==> config.mk <==
export PLATFORM = sky130hd
export DESIGN_NAME = anim_step_timer
export DESIGN_NICKNAME = d
export VERILOG_FILES = /design/src/rtl/anim_step_timer.sv
export SDC_FILE = /design/constraint.sdc
export NUM_CORES = 1
export LEC_CHECK = 0
export CORE_MARGIN = 2
export CORE_UTILIZATION = 53
export CTS_CLUSTER_SIZE = 10
export DETAILED_ROUTE_END_ITERATION = 8
export HOLD_SLACK_MARGIN = 0.1
export PLACE_DENSITY = 0.88
export SKIP_LAST_GASP = 1
export SLEW_MARGIN = 20
export SYNTH_ARGS = -nofsm -noshare
export SYNTH_HDL_FRONTEND = slang
export SYNTH_SLANG_ARGS = --single-unit
==> constraint.sdc <==
create_clock -name clk -period 2.41 [get_ports clk]
set_clock_uncertainty 0.15 [all_clocks]
set_input_delay 0.6025 -clock clk [delete_from_list [all_inputs] [get_ports clk]]
set_output_delay 0.6025 -clock clk [all_outputs]
set_load 0.05 [all_outputs]
==> src/rtl/anim_step_timer.sv <==
// Step pacing for the LED-bar fill/drain animation: phase FSM, step strobes, step index and blink.
// Optional blink counter for clk_out enabled by defining ANIM_STEP_TIMER_BLINK_EN.
module anim_step_timer #(
  parameter int UP_DIV    = 12,
  parameter int DOWN_DIV  = 2300,
  parameter int BLINK_DIV = 4,
  parameter int STEPS     = 8
) (
  input  logic                     clk,
  input  logic                     rst,
  input  logic                     start_up,
  input  logic                     down,
  output logic                     ready,
  output logic                     ready_d,
  output logic                     clk_out,
  output logic [1:0]               phase,
  output logic [$clog2(STEPS)-1:0] step,
  output logic                     done
);

  localparam int DIV_MAX = (UP_DIV > DOWN_DIV) ? UP_DIV : DOWN_DIV;
  localparam int DW      = $clog2(DIV_MAX);
  localparam int SW      = $clog2(STEPS);

  localparam logic [DW-1:0] UP_LAST   = DW'(UP_DIV - 1);
  localparam logic [DW-1:0] DOWN_LAST = DW'(DOWN_DIV - 1);
  localparam logic [SW-1:0] STEP_LAST = SW'(STEPS - 1);

  typedef enum logic [1:0] {
    S_IDLE = 2'b00,
    S_UP   = 2'b01,
    S_DOWN = 2'b10
  } state_t;

  state_t          state_reg;
  state_t          state_next;
  logic [DW-1:0]   div_cnt_reg;
  logic            state_change;
  logic            up_strobe;
  logic            down_strobe;

`ifdef ANIM_STEP_TIMER_BLINK_EN
  localparam int           BW         = (BLINK_DIV > 1) ? $clog2(BLINK_DIV) : 1;
  localparam logic [BW-1:0] BLINK_LAST = BW'(BLINK_DIV - 1);
  logic [BW-1:0]           blink_cnt_reg;
`else
  // An out-of-range BLINK_DIV leaves the LED dark rather than silently solid.
  localparam bit BLINK_OK = (BLINK_DIV >= 1);
`endif

  // Every state obeys the same priority: start_up, then down, else idle.
  always_comb begin
    state_next = S_IDLE;
    if (start_up) begin
      state_next = S_UP;
    end else if (down) begin
      state_next = S_DOWN;
    end
  end

  assign state_change = (state_next != state_reg);

  // Staying in a phase already implies its request is still held.
  assign up_strobe   = (state_reg == S_UP)   && !state_change && (div_cnt_reg == UP_LAST);
  assign down_strobe = (state_reg == S_DOWN) && !state_change && (div_cnt_reg == DOWN_LAST);

  assign phase = state_reg;

  always_ff @(posedge clk or posedge rst) begin
    if (rst) begin
      state_reg   <= S_IDLE;
      div_cnt_reg <= '0;
      ready       <= 1'b0;
      ready_d     <= 1'b0;
      step        <= '0;
      done        <= 1'b0;
      clk_out     <= 1'b0;
`ifdef ANIM_STEP_TIMER_BLINK_EN
      blink_cnt_reg <= '0;
`endif
    end else begin
      state_reg <= state_next;
      ready     <= up_strobe;
      ready_d   <= down_strobe;
      done      <= 1'b0;

      if (state_change || (state_next == S_IDLE) || up_strobe || down_strobe) begin
        div_cnt_reg <= '0;
      end else begin
        div_cnt_reg <= div_cnt_reg + DW'(1);
      end

      if (state_change) begin
        step <= '0;
      end else if (up_strobe || down_strobe) begin
        if (step == STEP_LAST) begin
          step <= '0;
          done <= 1'b1;
        end else begin
          step <= step + SW'(1);
        end
      end

`ifdef ANIM_STEP_TIMER_BLINK_EN
      // Only leaving or entering IDLE resets the blink; UP<->DOWN keeps its phase.
      if (state_next == S_IDLE) begin
        clk_out       <= 1'b0;
        blink_cnt_reg <= '0;
      end else if (state_reg == S_IDLE) begin
        clk_out       <= 1'b1;
        blink_cnt_reg <= '0;
      end else if (blink_cnt_reg == BLINK_LAST) begin
        clk_out       <= ~clk_out;
        blink_cnt_reg <= '0;
      end else begin
        blink_cnt_reg <= blink_cnt_reg + BW'(1);
      end
`else
      clk_out <= (state_next != S_IDLE) && BLINK_OK;
`endif
    end
  end

endmodule
After elaboration in Yosys (flattened, before gate mapping)
Index checks and enable logic that the tools add are counted.
- $add $sub $neg: 2
- reduce and logical (&&, ||, !) cells: 12
- equality and inequality tests: 6
- muxes and demuxes: 9
- operators with widths (operator ; count):
    $add A12 B1 Y12 const B ; 1
    $eq A12 B12 Y1 const B ; 1
    $eq A12 B4 Y1 const B ; 1
    $mux W12 ; 1
    $mux W3 ; 3
    $logic_and A1 B1 Y1 ; 4
    $logic_or A1 B1 Y1 ; 4
    $mux W2 ; 2
    $reduce_bool A2 Y1 ; 2
    $add A3 B1 Y3 const B ; 1
    $eq A3 B3 Y1 const B ; 1
    $mux W1 ; 3
    $eq A2 B1 Y1 const B ; 1
    $eq A2 B2 Y1 const B ; 1
    $logic_not A2 Y1 ; 1
    $ne A2 B2 Y1 ; 1
    $logic_not A1 Y1 ; 1
- flip-flop bits (word level): 21
- bits of input ports: 4
- output and inout port bits: 9
- word-level logic and storage cells: 36

Logic depth before layout (Yosys ltp)
Gate-level depths: netlist of the first run.
- depth after elaboration: 9
- mapped depth: 6
- gate-level depth less buffers: 5

Worst setup path after synthesis of the first run
No wires, ideal clock.
- path kind: reg-to-reg
- start point: register state_reg[0], in the netlist phase[0]
- end point: register div_cnt_reg[4]
- path slack: 439 ps
- arrival: 1702 ps
- stages on the path, launching flop included: 6
- setup time: 119 ps
- path buffers: 1
- data required time: 2141 ps
- clock period less this slack: 1971 ps
- path through: dfrtp_1 > nand3b_1 > or3_4 > o221ai_2 > buf_6 > nor2_1
- longest elaborated chain between the ends: 7
- elaborated cells on any way between the ends: 12
- classes of those cells: eq/ne (3); mux (1); reduce/logical (8)
- RTL lines (item ; line ; source):
    start: declaration ; 35 ; state_t state_reg;
    start signal: assignment ; 82 ; state_reg <= state_next;
    $ne A2 B2 Y1 ; 61 ; assign state_change = (state_next != state_reg);
    $logic_not A1 Y1 ; 64, 65 ;
    $logic_and A1 B1 Y1 (2 in a row) ; 64 ; assign up_strobe = (state_reg == S_UP) && !state_change && (div_cnt_reg == UP_LAST);
    $logic_or A1 B1 Y1 ; 87 ; if (state_change || (state_next == S_IDLE) || up_strobe || down_strobe) begin
    $logic_or A1 B1 Y1 (*) ; 87 ;
    $mux W12 (*) ; 87 ;
    end signal: assignment ; 90 ; div_cnt_reg <= div_cnt_reg + DW'(1);
    end: declaration ; 37 ; logic [DW-1:0] div_cnt_reg;
Mark *: on every way between the ends. The rest lies on a longest branch, timed or not.
A chain may end at the register's enable or synchronous reset.

Worst setup path after layout of the first run
- start point: register state_reg[0], in the netlist phase[0]
- end point: output phase[0]
- RTL lines (item ; line ; source):
    end: declaration ; 16 ; output logic [1:0] phase,
No word-level cell between the ends.

==> impl_metrics.py, run 1 <==
metrics = {
    "sta": {
        "max-slew-margin-rel": 0.6702,
        "rsz0062_at_grt": "no",
        "min_period_over_period": 0.9738,
        "worst_slew_pin_slew_ns": 0.4932,
        "hold_viol_final": 0,
        "setup_tns_ns": 0,
        "max_freq_mhz": 426.1,
        "setup_violations": 0,
        "fin_hold_ws_ns": 0.3448,
        "min_period_ns": 2.347,
        "final_max_slew_viol_count": 0,
    },
    "route": {
        "drc_errors": 0,
        "wl_per_cell_um": 13.66,
        "dr.pass1.iters": 1,
        "vias": 732,
        "ant_nets": 0,
        "viasPerCell": 5.229,
        "drt_iter0_drc": 0,
        "drt-total-wl_mm": 1.913,
    },
    "worst_setup_path": {
        "path_cells": "clkdlybuf4s50_1",
        "r2r_slack_ns": 0.33,
        "critPathLaunch": "phase[0]",
        "path_depth": 1,
        "cp.arrival_ns": 1.59,
        "endpoint": "phase[0]",
        "crit_buf_inv": 1,
        "slowest_delay_ns": 0.84,
        "crit_family": "buffers and inverters",
        "start_kind": "register",
        "timing.rr.end": "div_cnt_reg[4]",
        "cp_max_fo": 6,
        "regToRegStartpoint": "div_cnt_reg[0]",
        "crit_required_ns": 1.66,
        "reg2regPathDepth": 6,
        "cpMaxStageDelayCell": "clkdlybuf4s50_1",
        "crit_path_end_kind": "output port",
        "crit_type": "reg -> out",
    },
    "clock_tree": {
        "clk_pin_slew_ns": 0.13,
        "root_buffer": "clkbuf_4",
        "cts_sinks": 21,
        "clk-insertion-delay-late_ns": 0.31,
        "hold_buffers": 0,
        "cts_resized": 0,
        "cts_max_level": 1,
        "cts_buffers": 3,
        "clk_path_buf_depth": 2,
        "post-cts-setup-buffers": 0,
        "cts_tree": "built",
    },
    "grt": {
        "grt_pass1_wl_mm": 3.367,
        "grt.overflow.total": 0,
        "grt_usage": 0.2201,
        "first_global_vias": 766,
        "grt_start_max_net_pins": 22,
        "antenna_found_initial": 0,
    },
    "floorplan": {
        "start_util": 0.5745,
        "fp.dieH_um": 47.73,
        "ios": 13,
        "row_count": 15,
        "core-area_mm2": 0.001764,
        "dieArea_mm2": 0.002278,
        "die_w_um": 47.73,
    },
    "power_and_ir_drop": {
        "p_leak_uw": 0.0004944,
        "power_uw": 586.9,
        "p_int_uw": 440.2,
        "p_clk_frac": 0.294,
        "switching_share": 0.2498,
        "power_frac_seq": 0.615,
        "ir_drop_uv": 486.9,
        "p_comb_frac": 0.091,
        "powerDensity_mw_per_mm2": 482.5,
        "p_switching_uw": 146.6,
    },
    "yosys": {
        "synthesis.nets": 104,
        "yosys_warnings": 0,
        "yosys_register_bits": 21,
        "synth_top_cell_area_share": 0.5185,
        "syn_inst": 97,
        "seq_area_frac_synth": 0.5185,
        "synth_top_cell_by_area": "dfrtp_1",
        "synth_cell_type_count": 27,
        "yosys-top-cells-area": "dfrtp_1, xnor2_1, nor2_1",
        "synth_area_mm2": 0.001013,
        "avgSynthCellArea_um2": 10.45,
    },
    "placed_design": {
        "dp.cells": 136,
        "place.gp.congestion": 0.7964,
        "placed_area_mm2": 0.001189,
        "port_buffers": 12,
        "hpwl_mm": 1.443,
    },
    "final_layout": {
        "area_delta_synth_final_pct": 20.00,
        "stdcell_count": 140,
        "fin_area_mm2": 0.001216,
        "antenna_cells": 0,
        "final_cell_mix": "dfrtp_1, nor2_1, clkdlybuf4s50_1",
        "nNetsFinal": 123,
        "drive_above_1_share": 0.1217,
        "final_common_cell": "dfrtp_1",
        "largest_reg_flops": 12,
    },
    "hold_path": {
        "min_path_type": "reg -> reg",
    },
    "run": {
        "drv_cap": 0,
    },
    "run_status": {
        "status": "completed",
    },
}
[power groups by stage]
stage               Combinational (uW)  Clock (uW)  Sequential [uW]
floorplan                         22.2           0              376
global placement                  52.0           0              367
detailed placement                54.2           0              368
CTS                               54.3         174              361
global route                      58.6         193              362
finish                            53.3         173              361
[final cells by class]
class	count	area [um^2]
fillers	147	548.0
flip-flops and latches	21	525.5
multi-input cells	68	450.4
repair buffers	15	155.1
well taps	25	31.28
inverters	7	26.28
clock buffers	3	22.52
clock inverters	1	5.005
[how the worst min path moves through the flow]
stage,startpoint,endpoint,slack (ns),depth (start not counted)
after floorplan,div_cnt_reg[0],div_cnt_reg[0],0.30,1
after global routing,div_cnt_reg[0],div_cnt_reg[0],0.38,1
after detailed placement,div_cnt_reg[0],div_cnt_reg[0],0.33,1
after CTS,div_cnt_reg[0],div_cnt_reg[0],0.35,1
after global placement,div_cnt_reg[0],div_cnt_reg[0],0.31,1
final,div_cnt_reg[0],div_cnt_reg[0],0.34,1
[through the flow]
stage | setup slack [ns] | utilization
after floorplan | 0.4394 | -
final | 0.06304 | 0.6894
after global placement | 0.1007 | 0.6738
after CTS | 0.05888 | 0.6894
after detailed placement | 0.03900 | 0.6738
after global routing | 0.01107 | 0.6894
[routing by layer]
metal	vias up	global-route usage	wire length (um)
met2	13	0.3760	977
met4	0	0.1243	46
met1	356	0.2596	836
met5	-	0	0
met3	4	0.03774	53
li1	359	-	-
[synthesized netlist by cell type]
master and number:
dfrtp_1 21, nor2_1 19, xnor2_1 9, inv_1 7, nand2_1 7, nand3_1 4, ha_1 3, nor3_1 3
and3_2 2, mux2i_1 2, nand4_1 2, o31ai_1 2, xor2_1 2, a2111o_1 1, a21oi_4 1, and2_1 1
buf_6 1, nand3b_1 1, nand4b_1 1, nor2b_1 1, nor4_1 1, nor4bb_1 1, o21ai_2 1, o221ai_2 1
or2_2 1, or3_4 1, or4_1 1
[logic make-up (layout without fill, tap and decap cells)]
logic type	Yosys count	count (layout)	synth area share
and+or+nand+nor	46	46	0.2272
DFF	21	21	0.5185
xor gates and xnor gates	11	11	0.09507
buffers and inverters	8	26	0.03704
AOI/OAI and AO/OA	6	6	0.06543
adders and majority gates	3	3	0.03704
muxes	2	2	0.01975
No activity file was read; power rests on OpenSTA's default activity.
==> inputs of run 2 (changes only) <==
--- a/config.mk
+++ b/config.mk
@@ -5,12 +5,13 @@
 export SDC_FILE = /design/constraint.sdc
 export NUM_CORES = 1
 export LEC_CHECK = 0
+export CORE_ASPECT_RATIO = 1.1
 export CORE_MARGIN = 2
-export CORE_UTILIZATION = 53
+export CORE_UTILIZATION = 45
 export CTS_CLUSTER_SIZE = 10
 export DETAILED_ROUTE_END_ITERATION = 8
 export HOLD_SLACK_MARGIN = 0.1
-export PLACE_DENSITY = 0.88
+export PLACE_DENSITY = 0.78
 export SKIP_LAST_GASP = 1
 export SLEW_MARGIN = 20
 export SYNTH_ARGS = -nofsm -noshare
==> impl_metrics.py, run 2 (synthesized netlist as in run 1, its figures left out) <==
metrics = {
    "run_status": {
        "status": "completed",
    },
    "worst_setup_path": {
        "crit_path_end_kind": "output port",
        "crit_family": "buffers and inverters",
        "crit_required_ns": 1.66,
        "slowest_delay_ns": 0.82,
        "cpMaxStageDelayCell": "clkdlybuf4s50_1",
        "crit_buf_inv": 1,
        "cp.arrival_ns": 1.54,
        "crit_type": "reg -> out",
        "cp_max_fo": 5,
        "start_kind": "register",
        "path_cells": "clkdlybuf4s50_1",
    },
    "final_layout": {
        "nNetsFinal": 123,
        "ff_latch_area_um2": 525.5,
        "area_delta_synth_final_pct": 19.51,
        "largest_reg_flops": 12,
        "fillerInstances": 205,
        "final_common_cell": "dfrtp_1",
        "drive_above_1_share": 0.1130,
        "post-route-util": 0.5544,
        "multi_input_area_um2": 450.4,
        "antenna_cells": 0,
        "stdcell_count": 145,
        "final_cell_mix": "dfrtp_1, nor2_1, clkdlybuf4s50_1",
    },
    "sta": {
        "hold_viol_final": 0,
        "setup_tns_ns": 0,
        "setup_violations": 0,
        "max_freq_mhz": 436.6,
        "rsz0062_at_grt": "no",
        "max-slew-margin-rel": 0.6657,
        "min_period_over_period": 0.9504,
        "worst_slew_pin_slew_ns": 0.5007,
        "min_period_ns": 2.291,
        "final_max_slew_viol_count": 0,
    },
    "clock_tree": {
        "clk_path_buf_depth": 2,
        "cts_buffers": 3,
        "post-cts-setup-buffers": 0,
        "cts_sinks": 21,
        "root_buffer": "clkbuf_4",
        "cts_tree": "built",
        "clk_pin_slew_ns": 0.11,
        "cts_max_level": 1,
        "clk-insertion-delay-late_ns": 0.30,
    },
    "power_and_ir_drop": {
        "powerDensity_mw_per_mm2": 474.7,
        "ir_drop_uv": 302.7,
        "p_leak_uw": 0.0004951,
    },
    "placed_design": {
        "dp.cells": 141,
        "hpwl_mm": 1.243,
        "port_buffers": 12,
        "place.gp.congestion": 0.7922,
    },
    "floorplan": {
        "ios": 13,
        "row_count": 18,
        "start_util": 0.4639,
        "dieArea_mm2": 0.002648,
        "core-area_mm2": 0.002185,
        "die_w_um": 49.25,
        "fp.dieH_um": 53.78,
    },
    "grt": {
        "grt_usage": 0.1546,
        "first_global_vias": 723,
        "grt_pass1_wl_mm": 3.118,
        "antenna_found_initial": 0,
        "grt_start_max_net_pins": 22,
        "grt.overflow.total": 0,
    },
    "route": {
        "drc_errors": 0,
        "ant_nets": 0,
        "vias": 717,
        "viasPerCell": 4.945,
        "wl_per_cell_um": 11.57,
        "dr.pass1.iters": 4,
        "drt-total-wl_mm": 1.678,
        "drt_iter0_drc": 7,
    },
    "hold_path": {
        "min_path_type": "reg -> reg",
    },
    "run": {
        "drv_cap": 0,
    },
}
run 2: area by class of cell:
type,count,area share
repair buffers,15,0.1198
well taps,30,0.03099
flip-flops and latches,21,0.4339
multi-input cells,68,0.3719
inverters,7,0.02169
clock buffers,4,0.02169
run 2: worst register-to-register path, stage by stage, from the launching register on:
cell and delay (ns):
dfrtp_1 0.41, ha_1 0.22, nor4bb_1 0.46, nand2_1 0.26, o221ai_2 0.24, buf_4 0.21, nor2_1 0.07
run 2: layer usage:
layer | GRT usage | wire [um] | up-vias
li1 | - | - | 362
met3 | 0.01667 | 55 | 2
met5 | 0 | 0 | -
met2 | 0.2635 | 839 | 14
met1 | 0.1957 | 773 | 339
met4 | 0.08571 | 10 | 0
run 2: metrics by stage:
stage | power [uW] | worst slack, ns | hold slack [ns] | instance area (um^2)
finish | 575.0 | 0.1195 | 0.3465 | 1211
global route | 604.0 | 0.06453 | 0.3849 | 1211
detailed placement | 418.2 | 0.05554 | 0.3392 | 1182
floorplan | 398.4 | 0.4394 | 0.3003 | 1013
global placement | 416.6 | 0.09823 | 0.3235 | 1182
CTS | 584.6 | 0.02912 | 0.3553 | 1209
run 2: repair_timing:
action | 4_1_cts | 5_1_grt
gates resized for setup | 0 | 1
setup endpoints to repair | 0 | 1
hold buffers | 0 | 0
run 2: power by group:
group	total [uW]	internal [uW]	switching, uW
registers	361	356	4.50
clock network	165	64.5	100
logic	49.2	19.0	30.2
run 2: final timing paths:
kind                                 from        endpoint  slack (ns)  cells after the start
max reg2reg                div_cnt_reg[0]  div_cnt_reg[4]        0.30                      6
min in group asynchronous             rst         step[2]        0.47                      3
min reg2reg                div_cnt_reg[0]  div_cnt_reg[0]        0.35                      1
max in group asynchronous             rst        phase[1]        1.44                      3
max                              phase[1]        phase[1]        0.12                      1
min                        div_cnt_reg[0]  div_cnt_reg[0]        0.35                      1
